===== config.mk =====
export PLATFORM = sky130hd
export DESIGN_NAME = bcd8421_decoder
export DESIGN_NICKNAME = d
export VERILOG_FILES = /design/src/rtl/bcd8421_decoder.sv
export SDC_FILE = /design/constraint.sdc
export NUM_CORES = 1
export LEC_CHECK = 0
export ABC_CLOCK_PERIOD_IN_PS = 1500
export CORE_UTILIZATION = 40
export CTS_CLUSTER_SIZE = 24
export DETAILED_ROUTE_END_ITERATION = 10
export GPL_TIMING_DRIVEN = 1
export PLACE_DENSITY = 0.73
export SYNTH_ARGS = -nofsm -noshare
export SYNTH_HDL_FRONTEND = slang
export SYNTH_SLANG_ARGS = --single-unit

===== constraint.sdc =====
create_clock -name clk -period 1.5 [get_ports clk]
set_input_delay 0.3 -clock clk [delete_from_list [all_inputs] [get_ports clk]]
set_output_delay 0.3 -clock clk [all_outputs]
set_load 0.01 [all_outputs]

===== src/rtl/bcd8421_decoder.sv =====
// Sequential 8421 BCD-to-binary converter (reverse double-dabble, one bit per clock).
// Optional input digit range check enabled by defining BCD_DEC_ERRCHK_EN.
module bcd8421_decoder #(
    parameter int unsigned DIGITS = 2,
    parameter int unsigned BIN_W  = 7
) (
    input  logic                  clk,
    input  logic                  rst_n,
    input  logic [4*DIGITS-1:0]   bcd,
    input  logic                  in_valid,
    output logic                  in_ready,
    output logic [BIN_W-1:0]      bin,
    output logic                  err,
    output logic                  out_valid,
    input  logic                  out_ready
);

    localparam int unsigned CntW = (BIN_W > 1) ? $clog2(BIN_W) : 1;

    typedef enum logic [1:0] {StIdle, StConv, StDone} state_e;

    state_e                state_q;
    logic [4*DIGITS-1:0]   bcd_q;
    logic [BIN_W-1:0]      bin_q;
    logic [CntW-1:0]       cnt_q;
    logic                  err_q;
    logic                  in_ready_q;
    logic                  out_valid_q;

    logic [4*DIGITS-1:0]   shift_bcd;
    logic [4*DIGITS-1:0]   corr_bcd;
    logic [BIN_W-1:0]      shift_bin;
    logic                  bad_digit;

    // One step: shift {bcd, bin} right, then undo the doubling carry-in on digits >= 8.
    always_comb begin
        shift_bin = {bcd_q[0], bin_q[BIN_W-1:1]};
        shift_bcd = {1'b0, bcd_q[4*DIGITS-1:1]};
        corr_bcd  = shift_bcd;
        for (int i = 0; i < DIGITS; i++) begin
            if (shift_bcd[4*i +: 4] >= 4'd8) begin
                corr_bcd[4*i +: 4] = shift_bcd[4*i +: 4] - 4'd3;
            end
        end
    end

`ifdef BCD_DEC_ERRCHK_EN
    always_comb begin
        bad_digit = 1'b0;
        for (int i = 0; i < DIGITS; i++) begin
            if (bcd[4*i +: 4] > 4'd9) begin
                bad_digit = 1'b1;
            end
        end
    end
`else
    assign bad_digit = 1'b0;
`endif

    always_ff @(posedge clk or negedge rst_n) begin
        if (!rst_n) begin
            state_q     <= StIdle;
            bcd_q       <= '0;
            bin_q       <= '0;
            cnt_q       <= '0;
            err_q       <= 1'b0;
            in_ready_q  <= 1'b1;
            out_valid_q <= 1'b0;
        end else begin
            case (state_q)
                StIdle: begin
                    if (in_valid && in_ready_q) begin
                        in_ready_q <= 1'b0;
                        bin_q      <= '0;
                        if (bad_digit) begin
                            bcd_q       <= '0;
                            cnt_q       <= '0;
                            err_q       <= 1'b1;
                            out_valid_q <= 1'b1;
                            state_q     <= StDone;
                        end else begin
                            bcd_q   <= bcd;
                            cnt_q   <= CntW'(BIN_W - 1);
                            state_q <= StConv;
                        end
                    end
                end
                StConv: begin
                    bcd_q <= corr_bcd;
                    bin_q <= shift_bin;
                    if (cnt_q == '0) begin
                        out_valid_q <= 1'b1;
                        state_q     <= StDone;
                    end else begin
                        cnt_q <= cnt_q - 1'b1;
                    end
                end
                StDone: begin
                    if (out_ready) begin
                        out_valid_q <= 1'b0;
                        in_ready_q  <= 1'b1;
                        err_q       <= 1'b0;
                        state_q     <= StIdle;
                    end
                end
                default: begin
                    out_valid_q <= 1'b0;
                    in_ready_q  <= 1'b1;
                    err_q       <= 1'b0;
                    state_q     <= StIdle;
                end
            endcase
        end
    end

    assign in_ready  = in_ready_q;
    assign out_valid = out_valid_q;
    assign bin       = bin_q;
    assign err       = err_q;

endmodule


; Word-level counts from Yosys, hierarchy flattened
; Cells that the tools add are included.
[totals]
romBits = 0
elab_cells = 49
memories = 0
reg_bits = 23
output_inout_bits = 10
latch_bits = 0
mem_bits_rw = 0
input_bits = 12
[classes]
eq_ne = 6
mul = 0
n_shift = 0
n_mux = 19
addsub = 2
n_reduce_logical = 11
n_lt_le_gt_ge = 1
n_div = 0
bitwise = 3
[ops]
columns = operator, count
row1 = one-hot mux 8 bit (2 select lines), 1
row2 = one-hot mux 7 bit (2 select lines), 1
row3 = AND reduction 3 bit, 4
row4 = two-way mux 8 bit, 1
row5 = "inequality test 2 bit, second input constant", 4
row6 = two-way mux 7 bit, 1
row7 = two-way mux 2 bit, 3
row8 = two-way mux 3 bit, 2
row9 = one-hot mux 1 bit (3 select lines), 2
row10 = one-hot mux 2 bit (3 select lines), 1
row11 = one-hot mux 3 bit (2 select lines), 1
row12 = ">= comparator 4 bit, second input constant", 1
row13 = two-way mux 1 bit, 4
row14 = two-way mux 4 bit, 1
row15 = AND reduction 2 bit, 2
row16 = "subtractor 4 x 2 -> 4 bit, second input constant", 1
row17 = zero test 3 bit, 1
row18 = NOT 1 bit, 3
row19 = "subtractor 3 x 1 -> 3 bit, second input constant", 1
row20 = "== test 2 x 1 -> 1 bit, second input constant", 1
row21 = "== test 2 bit, second input constant", 1
row22 = zero test 2 bit, 1
row23 = one-hot mux 1 bit (2 select lines), 1
row24 = nonzero test 2 bit, 1
row25 = 2 further kinds, 2

; Logic depth before layout (Yosys ltp)
; Gate-level depths: netlist of the first run.
[depth]
word_depth = 4
mapped_depth = 7
depth_no_buf = 6

; Worst setup path before layout of the first run
; No wires, ideal clock.
[synth_timing]
path_type = register -> register
startpoint = reg cnt_q[0]
endpoint = reg cnt_q[2]
path_stages_with_launch = 8
path_slack_ps = 116
period_less_slack_ps = 1384
setup_ps = 122
arrival_ps = 1262
t_required_ps = 1378
path_buffers = 1
path_cell_list = dfrtp_1 inv_1 ha_1 ha_1 clkbuf_1 nor3b_1 a21oi_1 a2bb2oi_1
[synth_between]
elab_chain_cells = 3
elab_cells_between_ends = 6
classes_between = 1 x add/sub / 1 x eq/ne / 2 x mux / 2 x reduce/logical
[synth_lines]
columns = element, line_no
row1 = "start, declared", 25  ; logic [CntW-1:0] cnt_q;
row2 = "start signal, assigned", 83  ; cnt_q <= CntW'(BIN_W - 1);
row3 = "start signal, assigned", 95  ; cnt_q <= cnt_q - 1'b1;
row4 = subtractor 3 x 1 -> 3 bit / zero test 3 bit (equally long branches), "95, 91"
row5 = two-way mux 3 bit / inequality test 2 bit (equally long branches), n/a
row6 = one-hot mux 3 bit (2 select lines) / AND reduction 3 bit (equally long branches), n/a
; Parallel ways exist; a longest one is shown, timed or not. The select of a mux whose other input is x is not followed.
; A chain may end at the register's enable or synchronous reset.

; Worst setup path in the final report of the first run
[layout_timing]
startpoint = reg in_ready_q, in the netlist in_ready
endpoint = out in_ready
[layout_rtl]
columns = element, line_no
row1 = "start, declared", 27  ; logic in_ready_q;
row2 = "start signal, assigned", 67  ; in_ready_q <= 1'b1;
row3 = "start signal, assigned", 73  ; in_ready_q <= 1'b0;
row4 = "start signal, assigned", 101  ; in_ready_q <= 1'b1;
row5 = "end, declared", 11  ; output logic in_ready,
; No word-level cell between the ends.

==> results.md, run 1 <==
* Worst-path fanout max at 4
* Buffers on Ports at 20
* Syn Std Cell Area at 1120 sq um
* Drt pass-1 iters at 4
* Finished Layout Cells at 166
* WHS at 317 ps
* Post-Synthesis Net Count at 120
* Routability cong. at 0.722
* Setup TNS Final at 0 ps
* Worst Hold Class: input port to asynchronous set/reset pin
* Final WL at 2.27 mm
* DP Wirelength at 1.63 mm
* Grt total ovfl at 0
* WL/cell at 13.7 microns
* Worst path required time at 1200 ps
* Placed Cells incl. Taps at 157
* FF+latch count, synth at 22
* Die W at 55.0 microns
* RSZ-0062 raised after global routing: false
* Max rail drop VDD at 1.10 mV
* Clock network power share at 12.7%
* Clock-pin transition on the worst setup and hold timing paths at 120 ps
* CTS buffer count at 3
* Synthesized area per cell at 10.8 sq um
* Root buf cell: clkbuf_4
* Initial Util at 43.8%
* Period utilization at 97.8%
* Slew Viols, Final at 0
* Switching part of the total at 35.1%
* Max stage delay on crit path at 590 ps
* Share of cells above drive strength 1 at 20.6%
* Worst Path Arrival at 1170 ps
* Sw Pwr at 0.914 mW
* Largest net degree at the start of global routing at 23
* Max Cap Violations at 0
* Leakage at 0.696 nW
* Cell row count at 18
* # fillers at 253
* Htree depth at 1
* Post-route cell area at 1470 sq um
* Cell class contributing the biggest share of worst-path delay: flip-flops
* Die area at 3030 sq um
* Nets at 153
* Int Pwr at 1.69 mW
* Area Growth Syn to Fin at 30.8%
* CP cell instances: dlygate4sd2_1
* Initial DRC Count at 7
* Antenna viol nets, final at 0
* CTS tree: done
* Vias in the first global route at 835
* Type of origin of the critical path: flip-flop
* Post-CTS Hold Buffers at 0
* Worst path slowest cell: dfstp_2
* Initial antenna violation count at 0
* Max clock buf depth at 2
* Vias after detailed routing at 898
* Final Hold Vio Count at 0
* # diodes at 0
* Final setup fails at 0
* Critical Path End Type: primary output
* Fin util at 57.3%
* Via density at 5.41
* Clk_skew at 1.77 ps
* CTS sink cnt at 22
* Fmax at 681 MHz
* First-pass GRT wire length at 3.66 mm
* Seq pwr share at 38.8%
* Status: completed
* Combinational share of power at 48.5%
* Ys Warns at 0
* Pwr dens at 1770 nW/um^2
* DR DRC count at 0
* Instance area at placement at 1390 sq um
* Die height at 55.0 microns
* Core Area at 2570 sq um
* Crit path time final at 1470 ps
* I/O pin total at 22
* Clk_lat worst skew at 310 ps
* Synthesized instance count at 104
* Post-synthesis sequential area ratio at 49.1%
* CP bufs+invs at 1
* Type of the worst setup path: flip-flop to primary output
* Library cells used by synthesis at 35
* GR Util All Layers at 17.1%
state kept, by name, summed over array words and instances (netlist names):
signal / flops
bcd_q: 8
bin: 7
cnt_q: 3
state_q: 2
in_ready: 1
out_valid: 1
final cells by class:
cell class / instances / area, sq um / area share, %
Sequential cell: 22 / 552 / 37.5
Multi-Input combinational cell: 68 / 518 / 35.2
Timing Repair Buffer: 35 / 302 / 20.5
Tap cell: 30 / 37.5 / 2.55
Inverter: 7 / 26.3 / 1.79
Clock buffer: 4 / 36.3 / 2.47
cell families after synthesis:
group	count (synthesis)	synth area share (%)
fa+ha+maj	4	4.45
mux	6	5.56
other cells	1	0.333
flops	22	49.1
compound gates	35	21.8
buf+inv	14	6.90
xor+xnor	2	1.56
simple gates	20	10.3
through the flow:
step	worst slack, ps	total power, mW
after detailed placement	-163	2.23
after global routing	4.54	2.83
final	32.3	2.60
after floorplan	116	1.83
after global placement	-94.4	2.18
after CTS	24.1	2.58
worst paths after layout:
kind,depth (start not counted),endpoint,from,slack [ps]
max reg2reg,3,bcd_q[3],state_q[1],90
max,1,in_ready,in_ready,30
min reg2reg,1,bin[0],bin[0],520
min,2,bin[0],rst_n,320
max in group asynchronous,2,in_ready,rst_n,900
min in group clk,1,bin[0],bin[0],520
power by group through the flow:
stage / Clock, mW / Sequential (mW) / Combinational (mW)
floorplan: 0 / 1.02 / 0.814
global placement: 0 / 1.04 / 1.14
detailed placement: 0 / 1.05 / 1.18
CTS: 0.340 / 1.01 / 1.23
global route: 0.356 / 1.04 / 1.43
finish: 0.330 / 1.01 / 1.26
placed cells by master, fill, tap and decap left out, drive strengths merged, types with 5 or more instances in the layout:
cell,instances
dfrtp,21
clkdlybuf4s50,11
nor2,5
buf,15
inv,7
o21ai,9
a22o,7
dlygate4sd2,9
a21oi,7
nand2,6
cell usage after synthesis (all sizes together):
| master | count | share of area (%) |
|---|---|---|
| nor3 | 1 | 0.44 |
| o31ai | 2 | 1.3 |
| nor3b | 2 | 1.3 |
| nor2 | 5 | 1.7 |
| mux2 | 2 | 2.0 |
| o221ai | 1 | 0.78 |
| a21o | 2 | 1.3 |
| ha | 4 | 4.4 |
| nand2 | 6 | 2.0 |
| a21oi | 7 | 3.4 |
| o22a | 1 | 0.78 |
| conb | 1 | 0.33 |
| buf | 6 | 4.2 |
| and4b | 1 | 0.89 |
| a2bb2oi | 2 | 1.6 |
| mux2i | 4 | 3.6 |
| xnor2 | 2 | 1.6 |
| a222oi | 1 | 0.89 |
| nor4bb | 1 | 0.89 |
| inv | 7 | 2.3 |
| dfrtp | 21 | 47 |
| nor2b | 3 | 2.3 |
| a22o | 7 | 5.5 |
| o22ai | 1 | 0.56 |
| a221oi | 1 | 0.78 |
| dfstp | 1 | 2.3 |
| a32o | 1 | 0.89 |
| clkbuf | 1 | 0.33 |
| or2 | 1 | 0.78 |
| o21ai | 9 | 4.0 |
layer usage:
metal / up-vias / share of wire (%) / GRT usage [%]
li1: 438 / - / -
met1: 434 / 46 / 20.5
met2: 26 / 48 / 29.9
met3: 0 / 6.4 / 6.01
met4: 0 / 0 / 2.50
met5: - / 0 / 0
timing repair:
item / 4_1_cts / 5_1_grt
pin swaps: 0 / 0
gates resized for setup: 9 / 4
setup buffers: 5 / 0
endpoints found under the setup margin: 9 / 3
No activity file was read; power rests on OpenSTA's default activity.
==> run 2, diff against run 1 <==
--- a/config.mk
+++ b/config.mk
@@ -6,11 +6,13 @@
 export NUM_CORES = 1
 export LEC_CHECK = 0
 export ABC_CLOCK_PERIOD_IN_PS = 1500
-export CORE_UTILIZATION = 40
+export CELL_PAD_IN_SITES_DETAIL_PLACEMENT = 1
+export CELL_PAD_IN_SITES_GLOBAL_PLACEMENT = 1
+export CORE_UTILIZATION = 39
 export CTS_CLUSTER_SIZE = 24
 export DETAILED_ROUTE_END_ITERATION = 10
 export GPL_TIMING_DRIVEN = 1
-export PLACE_DENSITY = 0.73
+export PLACE_DENSITY = 0.86
 export SYNTH_ARGS = -nofsm -noshare
 export SYNTH_HDL_FRONTEND = slang
 export SYNTH_SLANG_ARGS = --single-unit
==> results.md, run 2 (synthesized netlist as in run 1, its figures left out) <==
* Buffers on Ports at 20
* Root buf cell: clkbuf_4
* Vias after detailed routing at 917
* WHS at 316 ps
* Final setup fails at 0
* FF-to-FF End: cnt_q[2]
* Cell row count at 19
* Period utilization at 95.1%
* DR DRC count at 0
* Max rail drop VDD at 1.14 mV
* WL/cell at 16.4 microns
* Placed Cells incl. Taps at 155
* Reg2Reg Depth at 6
* Reg-to-reg startpoint: cnt_q[0]
* Type of the worst setup path: flip-flop to flip-flop
* Most common cell after layout, fill and taps aside: dfrtp_1
* CP cell instances: inv_2, ha_1, ha_2, nor3b_2, a21oi_1, a2bb2oi_1
* Final WL at 2.75 mm
* Routability cong. at 0.794
* DP Wirelength at 2.03 mm
* Max Cap Violations at 0
* Most frequent cells in the layout: dfrtp_1, buf_4, clkdlybuf4s50_1
* Worst Path Arrival at 1670 ps
* M2 GR Usage at 33.6%
* Critical Path End Type: flip-flop
* R2R setup slack at 70 ps
* Max clock buf depth at 2
* Overall Power at 2.66 mW
* Core Area at 2730 sq um
* Crit path time final at 1430 ps
* Die area at 3100 sq um
* Max stage delay on crit path at 420 ps
* Worst-path fanout max at 3
* Clock-pin transition on the worst setup and hold timing paths at 120 ps
* Critical path launch point: cnt_q[0]
* Drt pass-1 iters at 4
* Largest register FFs at 8
* Worst path required time at 1740 ps
* Area Growth Syn to Fin at 29.8%
* Worst Hold Class: input port to asynchronous set/reset pin
* First-pass GRT wire length at 4.80 mm
* Type of origin of the critical path: flip-flop
* Worst path slowest cell: dfrtp_1
* Initial DRC Count at 20
* Antenna viol nets, final at 0
* Share of cells above drive strength 1 at 22.1%
* Met3 usage at 4.65%
* I/O pin total at 22
* Initial antenna violation count at 0
* Final Hold Vio Count at 0
* Largest net degree at the start of global routing at 23
* Slew Viols, Final at 0
* Grt total ovfl at 0
* Htree depth at 1
* Clk_skew at 6.77 ps
* Nets at 153
* Clk_lat worst skew at 320 ps
* Die W at 55.7 microns
* Fmax at 701 MHz
* GR Util met1 at 25.5%
* Pwr dens at 1820 nW/um^2
* # diodes at 0
* Die height at 55.7 microns
* CP Capture Point: cnt_q[2]
* Gr busiest metal: met2
* Status: completed
* Via density at 5.49
* CTS tree: done
* Initial Util at 41.1%
* GR Util All Layers at 20.3%
* Reg with most FFs: bcd_q
* Vias in the first global route at 1031
* CTS buffer count at 3
* CTS sink cnt at 22
* Leakage at 0.688 nW
* Finished Layout Cells at 167
## run 2: worst max-delay path, delay by kind of cell, from the launching register on
family          cells  cell delay, ps
simple gates        1             150
flops               1             420
fa+ha+maj           2             410
buf+inv             1              70
compound gates      2             310
## run 2: metal layers
layer / share of wire (%) / routed length [microns]
met2: 51 / 1410
met1: 42 / 1160
met3: 3.9 / 106
met5: 0 / 0
met4: 2.3 / 62
## run 2: what timing repair did
action	in CTS	in global routing
endpoints found under the setup margin	9	6
buffers inserted	7	1
gates resized for setup	9	5
hold buffers	0	0
## run 2: worst min path at each step
stage             start        to  cells past startpoint
2_1_floorplan     rst_n  bcd_q[0]                      0
3_3_place_gp     bin[0]    bin[0]                      1
3_5_place_dp   bcd_q[6]  bcd_q[6]                      2
4_1_cts           rst_n    bin[0]                      2
5_1_grt           rst_n    bin[0]                      2
6_report          rst_n    bin[0]                      2
## run 2: cell type report
type,instances,area [sq um]
clock buffers,4,36.3
well taps,31,38.8
multi-input cells,68,503
fillers,302,1270
flip-flops and latches,22,554
repair buffers,35,302
inverters,7,26.3
## run 2: through the flow
stage / util, % / setup slack, ps / area, sq um / setup TNS (ps)
final: 53.4 / 74.2 / 1460 / 0
after global routing: 53.4 / -7.18 / 1460 / -10.6
after floorplan: - / 116 / 1120 / 0
after CTS: 52.8 / 2.15 / 1440 / 0
after global placement: 49.9 / -119 / 1370 / -982
after detailed placement: 49.9 / -162 / 1370 / -1710
## run 2: where the power goes
group	total, mW	leakage (nW)	internal (mW)	switching (mW)
Clock	0.333	0.0210	0.149	0.184
Sequential	1.04	0.268	0.827	0.209
Combinational	1.29	0.399	0.712	0.581
==> run 3, diff against run 2 <==
--- a/config.mk
+++ b/config.mk
@@ -12,7 +12,7 @@
 export CTS_CLUSTER_SIZE = 24
 export DETAILED_ROUTE_END_ITERATION = 10
 export GPL_TIMING_DRIVEN = 1
-export PLACE_DENSITY = 0.86
+export PLACE_DENSITY_LB_ADDON = 0.25
 export SYNTH_ARGS = -nofsm -noshare
 export SYNTH_HDL_FRONTEND = slang
 export SYNTH_SLANG_ARGS = --single-unit
==> results.md, run 3 (synthesized netlist as in run 1, its figures left out) <==
* Status: completed
* Type of the worst setup path: flip-flop to flip-flop
* Worst Path Arrival at 1680 ps
* Max Cap Violations at 0
* Initial Util at 41.1%
* Instance area at placement at 1380 sq um
* Most common cell after layout, fill and taps aside: dfrtp_1
* Met1 Wirelength at 1.28 mm
* Period utilization at 95.9%
* Clock-pin transition on the worst setup and hold timing paths at 130 ps
* WL/cell at 15.4 microns
* Final setup fails at 0
* First-pass GRT wire length at 4.58 mm
* Share of cells above drive strength 1 at 21.0%
* Critical Path End Type: flip-flop
* Pwr dens at 1790 nW/um^2
* Largest register FFs at 8
* Nets at 155
* Most frequent cells in the layout: dfrtp_1, buf_4, clkdlybuf4s50_1
* Die W at 55.7 microns
* Root buf cell: clkbuf_4
* Worst path slowest cell: dfstp_2
* Clk_lat worst skew at 310 ps
* Largest net degree at the start of global routing at 23
* Type of origin of the critical path: flip-flop
* Worst Hold Class: input port to asynchronous set/reset pin
* Slew Viols, Final at 0
* Max clock buf depth at 2
* # diodes at 0
* Vias in the first global route at 949
* Clk_skew at 2.54 ps
* # fillers at 308
* Switching part of the total at 36.2%
* Final Hold Vio Count at 0
* Buffers on Ports at 20
* Reg area at 552 sq um
* Int Pwr at 1.68 mW
* Routability cong. at 0.738
* Sw Pwr at 0.952 mW
* DR DRC count at 0
* Via density at 5.29
* Core Area at 2730 sq um
* Htree depth at 1
* Crit path time final at 1440 ps
* Die area at 3100 sq um
* Cell row count at 19
* Worst-path fanout max at 11
* CTS tree: done
* Die height at 55.7 microns
* WL met2 at 1.23 mm
* Fin util at 53.8%
* Combinational share of power at 48.7%
* Antenna viol nets, final at 0
* Seq pwr share at 38.6%
* RSZ-0062 raised after global routing: false
* CP cell instances: buf_4, a21oi_2, or2_4, buf_4, o21ai_2
* Most used cell, CP: buf_4
* Area Growth Syn to Fin at 30.8%
* Initial DRC Count at 27
* Drt pass-1 iters at 4
* Max stage delay on crit path at 550 ps
* CTS buffer count at 3
* CTS sink cnt at 22
* Clock network power share at 12.8%
* Final WL at 2.61 mm
* Initial antenna violation count at 0
* Post-CTS Hold Buffers at 0
* GR Util All Layers at 19.1%
* Worst path required time at 1740 ps
* Fmax at 695 MHz
* Max rail drop VDD at 1.24 mV
* Reg2Reg Depth at 5
* I/O pin total at 22
* Leakage at 0.701 nW
* DP Wirelength at 1.90 mm
* Multi-input gate area at 502 sq um
* Reg with most FFs: bcd_q
* WHS at 323 ps
* Grt total ovfl at 0
* Vias after detailed routing at 894
* Post-route cell area at 1470 sq um
* Max Used Layer: met4
* Met3 WL at 86 microns
[run 3: power by group through the flow]
stage                     Clock, mW  Sequential (mW)  Combinational [mW]
after floorplan                   0             1.02               0.814
after global placement            0             1.04                1.14
after detailed placement          0             1.05                1.21
after CTS                     0.337             1.02                1.25
after global routing          0.369             1.06                1.43
final                         0.336             1.01                1.28
[run 3: layer usage]
| metal | vias up | GRT usage (%) |
|---|---|---|
| li1 | 442 | - |
| met1 | 435 | 26.3 |
| met2 | 15 | 30.3 |
| met3 | 2 | 5.58 |
| met4 | 0 | 3.21 |
| met5 | - | 0 |
[run 3: path summary, 6_finish.rpt]
check	endpoint	slack, ps	from
setup / recovery	bcd_q[5]	60	in_ready
hold / removal	out_valid	320	rst_n
setup reg to reg	bcd_q[5]	60	in_ready
hold reg to reg	bin[0]	520	bin[0]
max in group asynchronous	in_ready	900	rst_n
min in group clk	bin[0]	520	bin[0]
[run 3: through the flow]
step | setup TNS [ps] | cells | setup slack, ps | power (mW)
2_1_floorplan | 0 | 104 | 116 | 1.83
3_3_place_gp | -1560 | 157 | -150 | 2.18
3_5_place_dp | -2270 | 157 | -195 | 2.26
4_1_cts | 0 | 168 | 40.9 | 2.61
5_1_grt | 0 | 169 | 3.92 | 2.85
6_report | 0 | 169 | 61.8 | 2.63
[run 3: what timing repair did]
| action | 4_1_cts | 5_1_grt |
|---|---|---|
| pin swaps | 0 | 0 |
| endpoints found under the hold margin | 0 | 0 |
| resized for setup | 9 | 2 |
| setup buffers | 7 | 1 |
| endpoints found under the setup margin | 9 | 4 |
[run 3: final cells by class]
type	instances	share of cell area, %
Tap cell	31	2.64
Sequential cell	22	37.5
Multi-Input combinational cell	68	34.1
Clock buffer	4	2.47
Timing Repair Buffer	37	21.5
Inverter	7	1.79
[run 3: worst max-delay path: cells and delay by family, from the launching register on]
family	cells	cell delay, ps
flops	1	550
buf+inv	2	300
simple gates	1	300
compound gates	2	220
